`src/rtl/serial_add_pkg.sv`:
```
// serial_add_pkg: shared definitions for the bit-serial adder controller.
//   - state_e       : controller state encoding
//   - DEFAULT_WIDTH : default operand/result width
//   - cnt_width()   : bit counter width for a given operand width
package serial_add_pkg;

    typedef enum logic [1:0] {
        IDLE  = 2'd0,
        SHIFT = 2'd1,
        DONE  = 2'd2
    } state_e;

    localparam int DEFAULT_WIDTH = 8;

    // Counter only has to reach WIDTH-1, so clog2(WIDTH) bits suffice.
    // The lower bound of 1 keeps the vector legal for degenerate widths.
    function automatic int cnt_width(input int w);
        return (w <= 2) ? 1 : $clog2(w);
    endfunction

endpackage

```
`src/rtl/full_adder.sv`:
```
// full_adder: single-bit full adder cell.
//   sum  - a ^ b ^ cin
//   cout - carry out
//   a, b - operand bits
//   cin  - carry in
module full_adder (
    output logic sum,
    output logic cout,
    input  logic a,
    input  logic b,
    input  logic cin
);

    assign sum  = a ^ b ^ cin;
    assign cout = (a & b) | (cin & (a ^ b));

endmodule

```
`src/rtl/serial_add_ctrl.sv`:
```
// serial_add_ctrl: bit-serial WIDTH-bit adder built around one full_adder.
// Operands are captured on an accepted start and fed LSB first, one bit
// pair per clock; the result is reported with a one-cycle done pulse.
//   clk   - rising-edge clock
//   rst_n - asynchronous active-low reset
//   start - request pulse, accepted in IDLE or DONE
//   a, b  - operands, captured on accepted start
//   cin   - carry-in, captured on accepted start
//   busy  - computation in progress
//   done  - one-cycle pulse, sum/cout valid
//   sum   - result, held until the next done
//   cout  - final carry-out, held with sum
//
// state | meaning
// IDLE  | waiting for start
// SHIFT | one bit pair added per clock, WIDTH clocks total
// DONE  | result just published; start here chains the next operation
module serial_add_ctrl
    import serial_add_pkg::*;
#(
    parameter int WIDTH = DEFAULT_WIDTH
) (
    input  logic             clk,
    input  logic             rst_n,
    input  logic             start,
    input  logic [WIDTH-1:0] a,
    input  logic [WIDTH-1:0] b,
    input  logic             cin,
    output logic             busy,
    output logic             done,
    output logic [WIDTH-1:0] sum,
    output logic             cout
);

    localparam int CW = cnt_width(WIDTH);
    localparam logic [CW-1:0] LAST = CW'(WIDTH - 1);

    state_e           state_q;
    logic [WIDTH-1:0] a_q;
    logic [WIDTH-1:0] b_q;
    logic [WIDTH-1:0] acc_q;
    logic [WIDTH-1:0] acc_d;
    logic [WIDTH-1:0] sum_q;
    logic [CW-1:0]    cnt_q;
    logic             carry_q;
    logic             cout_q;
    logic             busy_q;
    logic             done_q;
    logic             fa_sum;
    logic             fa_cout;

    full_adder u_fa (
        .sum  (fa_sum),
        .cout (fa_cout),
        .a    (a_q[0]),
        .b    (b_q[0]),
        .cin  (carry_q)
    );

    // New sum bit enters at the MSB; after WIDTH shifts bit 0 sits at the LSB.
    assign acc_d = {fa_sum, acc_q[WIDTH-1:1]};

    always_ff @(posedge clk or negedge rst_n) begin
        if (!rst_n) begin
            state_q <= IDLE;
            a_q     <= '0;
            b_q     <= '0;
            acc_q   <= '0;
            sum_q   <= '0;
            cnt_q   <= '0;
            carry_q <= 1'b0;
            cout_q  <= 1'b0;
            busy_q  <= 1'b0;
            done_q  <= 1'b0;
        end else begin
            done_q <= 1'b0;
            case (state_q)
                IDLE, DONE: begin
                    if (start) begin
                        a_q     <= a;
                        b_q     <= b;
                        carry_q <= cin;
                        acc_q   <= '0;
                        cnt_q   <= '0;
                        busy_q  <= 1'b1;
                        state_q <= SHIFT;
                    end else begin
                        state_q <= IDLE;
                    end
                end
                SHIFT: begin
                    a_q     <= a_q >> 1;
                    b_q     <= b_q >> 1;
                    acc_q   <= acc_d;
                    carry_q <= fa_cout;
                    cnt_q   <= cnt_q + CW'(1);
                    if (cnt_q == LAST) begin
                        sum_q   <= acc_d;
                        cout_q  <= fa_cout;
                        busy_q  <= 1'b0;
                        done_q  <= 1'b1;
                        state_q <= DONE;
                    end
                end
                default: begin
                    busy_q  <= 1'b0;
                    state_q <= IDLE;
                end
            endcase
        end
    end

    assign busy = busy_q;
    assign done = done_q;
    assign sum  = sum_q;
    assign cout = cout_q;

endmodule

```
`config.mk`:
```
export PLATFORM = sky130hd
export DESIGN_NAME = serial_add_ctrl
export DESIGN_NICKNAME = d
export VERILOG_FILES = /design/src/rtl/serial_add_pkg.sv /design/src/rtl/full_adder.sv /design/src/rtl/serial_add_ctrl.sv
export SDC_FILE = /design/constraint.sdc
export NUM_CORES = 1
export LEC_CHECK = 0
export CAP_MARGIN = 10
export CELL_PAD_IN_SITES_DETAIL_PLACEMENT = 0
export CELL_PAD_IN_SITES_GLOBAL_PLACEMENT = 1
export CORE_ASPECT_RATIO = 0.7
export CORE_UTILIZATION = 50
export CTS_CLUSTER_SIZE = 30
export DETAILED_ROUTE_END_ITERATION = 7
export DONT_BUFFER_PORTS = 1
export PLACE_DENSITY_LB_ADDON = 0.1
export SETUP_SLACK_MARGIN = 0.5
export SLEW_MARGIN = 25
export SYNTH_ARGS = -nofsm -noshare
export SYNTH_HDL_FRONTEND = slang
export SYNTH_SLANG_ARGS = --single-unit
export TNS_END_PERCENT = 100
```
`constraint.sdc`:
```
create_clock -name clk -period 1.5 [get_ports clk]
set_input_delay 0.15 -clock clk [delete_from_list [all_inputs] [get_ports clk]]
set_output_delay 0.15 -clock clk [all_outputs]
set_load 0.01 [all_outputs]
```
==> results of run 1 <==
## sequential cells by signal, summed over array words and instances (netlist names)
signal,flops
done,1
acc_q,7
a_q,8
b_q,8
state_q,2
carry_q,1
cnt_q,3
sum,8
cout,1
busy,1
## final cells by class
type / count / area share [%]
repair buffers: 23 / 10.6
flip-flops and latches: 40 / 40.9
clock inverters: 2 / 1.43
well taps: 50 / 2.55
multi-input cells: 108 / 41.3
inverters: 2 / 0.306
clock buffers: 6 / 2.96
## kinds of logic (layout without fill, tap and decap cells)
kind of cell | Yosys count | after routing | synth area share (%)
AO/OA/AOI/OAI | 43 | 43 | 14.6
multiplexers | 35 | 35 | 20.4
flip-flops | 40 | 40 | 50.5
buffers and inverters | 14 | 33 | 4.55
adder cells (fa/ha/maj) | 3 | 3 | 2.27
AND/OR/NAND/NOR | 26 | 27 | 7.70
## power by group through the flow
stage               logic (mW)  registers, mW  clock network [mW]
floorplan                 1.48           1.91                   0
global placement          1.56           2.02                   0
detailed placement        1.65           2.05                   0
CTS                       1.91           2.02               0.895
global route              2.30           2.10               0.940
finish                    2.09           2.03               0.876
## metal layers
layer	global-route usage, %	vias up
li1	-	624
met1	28.1	669
met2	29.6	29
met3	6.33	9
met4	9.12	0
met5	0	-
## synthesized netlist by cell type
master    number
dfrtp_1       40
mux2i_1       16
nor2b_1       15
a211oi_1      14
a21oi_1       14
mux2_2        10
a22o_1         9
mux2_4         8
buf_6          4
nor2_1         4
o21ai_0        4
buf_2          3
clkbuf_1       3
a21o_1         2
ha_1           2
inv_1          2
nand2_1        2
nand3_1        2
buf_1          1
buf_4          1
fa_1           1
mux2_1         1
nand2_2        1
nand2b_1       1
nor2b_4        1
## how the worst max path moves through the flow
stage                                   from              endpoint  cells after the start
final                     a_q[0]$_DFFE_PN0P_  acc_q[7]$_DFFE_PN0P_                      4
after global routing      a_q[0]$_DFFE_PN0P_  acc_q[7]$_DFFE_PN0P_                      4
after CTS                 a_q[0]$_DFFE_PN0P_  acc_q[7]$_DFFE_PN0P_                      4
after detailed placement  a_q[0]$_DFFE_PN0P_  acc_q[7]$_DFFE_PN0P_                      4
after floorplan           a_q[0]$_DFFE_PN0P_  acc_q[7]$_DFFE_PN0P_                      4
after global placement    a_q[0]$_DFFE_PN0P_  acc_q[7]$_DFFE_PN0P_                      4
## placed cells by master, fill, tap and decap left out, types with 3 or more instances in the layout
cell,synthesis,routed
mux2_2,10,7
a211oi_1,14,14
nor2b_1,15,14
a21oi_1,14,14
a22o_1,9,9
buf_12,0,3
buf_6,4,8
mux2i_1,16,15
buf_4,1,11
dfrtp_1,40,39
clkbuf_8,0,5
mux2_4,8,11
## critical path: stages, from the launching register on
cell and delay [ps]:
dfrtp_1 410, fa_2 490, mux2_4 280, nand2_1 60, o21ai_1 50
## repair_timing
action                     CTS  global route
cloned                       2             0
hold endpoints to repair    41            41
gates resized for setup     18            10
setup endpoints to repair   40            40
pin swaps                   14             4
setup buffers               10             7
## per-stage QoR
step	power, mW	cell area [um^2]	worst slack, ps	util (%)
floorplan	3.39	2050	153	-
global route	5.34	2450	34.5	67.2
finish	5.00	2450	100	67.2
CTS	4.83	2360	89.5	64.6
global placement	3.58	2060	140	56.5
detailed placement	3.70	2060	93.3	56.5
==> results.yml, run 1 <==
status:
  status: "finished, violations left"
  failed_checks: "hold timing"
timing:
  final.hold.worst_slack_ps: -459
  timing_hold_violations_final: 41
  rsz_0062_raised_after_global_routing: "true"
  number_of_max_slew_violations_in_the_final_report: 0
  tightestPinTransition_ps: 353
  setup_viol_count_final: 0
  max_slew_margin_pct: 76.4
  finalCritPeriodShare_pct: 93.3
  max_clock_freq_ghz: 0.714
  skew_ps: 2.76
  tns_ps: 0
  period_needed_ps: 1400
yosys:
  netlist-cell-type-count: 25
  synth-seq-cells: 40
  post_synth_instance_area_um2: 1980
  synth_warn: 0
  syn_avg_cell_area_um2: 12.3
  yosysSeqAreaShare_pct: 50.5
  area_share_of_the_largest_cell_type_after_synthesis_pct: 50.5
  synth_fp_nets: 184
  syn_inst: 161
  post_synth_main_area_contributors: "dfrtp_1 51%, mux2i_1 8.1%, mux2_4 6.1%"
  synth_largest_area_cell: "dfrtp_1"
setup_path:
  end_kind: "flop"
  r2r_slack_ps: 100
  worst_r2r_path_depth: 4
  critical_path.startpoint_type: "flop"
  worst-endpoint-arrival_ps: 1590
  worstReg2RegEnd: "acc_q[7]$_DFFE_PN0P_"
  path_max_fanout: 3
  worst-setup-path-type: "reg2reg"
  r2r-start: "a_q[0]$_DFFE_PN0P_"
  timing.critical_path.required_ps: 1690
route:
  ant_nets: 0
  via_per_inst: 5.76
  post-route-drc-count: 0
  count_of_routing_violations_after_the_opening_detailed_route_iteration: 53
  routed-wl-met2_mm: 1.77
  detailedRoute.firstPassIterationCount: 4
  post_drt_wl_per_cell_um: 17.2
  routedLengthMet1_mm: 1.95
  top_layer: "met4"
  dr_total_vias: 1331
  met3RoutedLength_um: 198
  finalWirelength_mm: 3.98
global_route:
  grt_antenna_before_repair: 0
  maximum_number_of_pins_on_one_net_before_global_route_repair: 41
  vias_in_the_first_global_route: 1223
  grt_first_pass_wirelength_mm: 6.36
  overflow: 0
  grt_usage_pct: 20.4
clocking:
  cts.root.buffer_cell: "clkbuf_8"
  clkSlewWorstSetupHoldPaths_ps: 80
  cts_max_path_buffers: 2
  ctsHtreeMaxLevel: 2
  clock_latency_ps: 290
  tritoncts: "built"
  cts_num_sinks: 40
  cts_inserted_buffers: 5
layout:
  area.sequential_um2: 1000
  nFillCells: 285
  area_growth_syn_to_layout_pct: 23.7
  final_layout_size_suffix_gt1_share_pct: 36.5
  num_antenna_cells: 0
  post_layout_nonfiller_instances: 231
  nets: 203
  multi_input_comb_area_um2: 1010
power:
  power_report.internal_total_mw: 3.30
  switchingPower_mw: 1.70
  switching_share_pct: 34.0
  vdd.ir_drop.worst_uv: 1220
  static-leakage-power_nw: 1.07
  power.clock.fraction_pct: 17.5
  pwr_density_cell_nw_per_um2: 2040
  power.share.sequential_pct: 40.7
  gate_power_share_pct: 41.8
min_path:
  tightest_hold_check_type: "in2async"
floorplanning:
  start_util_pct: 54.3
  die-height_um: 54.7
  boundaryPins: 31
  die-width_um: 77.3
  std_cell_rows: 18
  die_area_um2: 4220
  coreArea_um2: 3650
place:
  buffers_on_ports: 0
  detailed_place_hpwl_mm: 2.36
  place_congestion: 0.748
  dpl.cell_count: 204
job:
  max_cap_violations: 0
No activity file was read; power rests on OpenSTA's default activity.
==> run 2: changes to the inputs <==
--- a/config.mk
+++ b/config.mk
@@ -5,6 +5,7 @@
 export SDC_FILE = /design/constraint.sdc
 export NUM_CORES = 1
 export LEC_CHECK = 0
+export ABC_CLOCK_PERIOD_IN_PS = 1500
 export CAP_MARGIN = 10
 export CELL_PAD_IN_SITES_DETAIL_PLACEMENT = 0
 export CELL_PAD_IN_SITES_GLOBAL_PLACEMENT = 1
==> results of run 2 <==
Same layout as run 1: the final DEF is identical, and so are final timing and power.
==> run 3: changes to the inputs <==
--- a/config.mk
+++ b/config.mk
@@ -6,7 +6,7 @@
 export NUM_CORES = 1
 export LEC_CHECK = 0
 export ABC_CLOCK_PERIOD_IN_PS = 1500
-export CAP_MARGIN = 10
+export CAP_MARGIN = 25
 export CELL_PAD_IN_SITES_DETAIL_PLACEMENT = 0
 export CELL_PAD_IN_SITES_GLOBAL_PLACEMENT = 1
 export CORE_ASPECT_RATIO = 0.7
@@ -14,6 +14,7 @@
 export CTS_CLUSTER_SIZE = 30
 export DETAILED_ROUTE_END_ITERATION = 7
 export DONT_BUFFER_PORTS = 1
+export HOLD_SLACK_MARGIN = 0.03
 export PLACE_DENSITY_LB_ADDON = 0.1
 export SETUP_SLACK_MARGIN = 0.5
 export SLEW_MARGIN = 25
==> results of run 3 <==
Same layout as run 1: the final DEF is identical, and so are final timing and power.
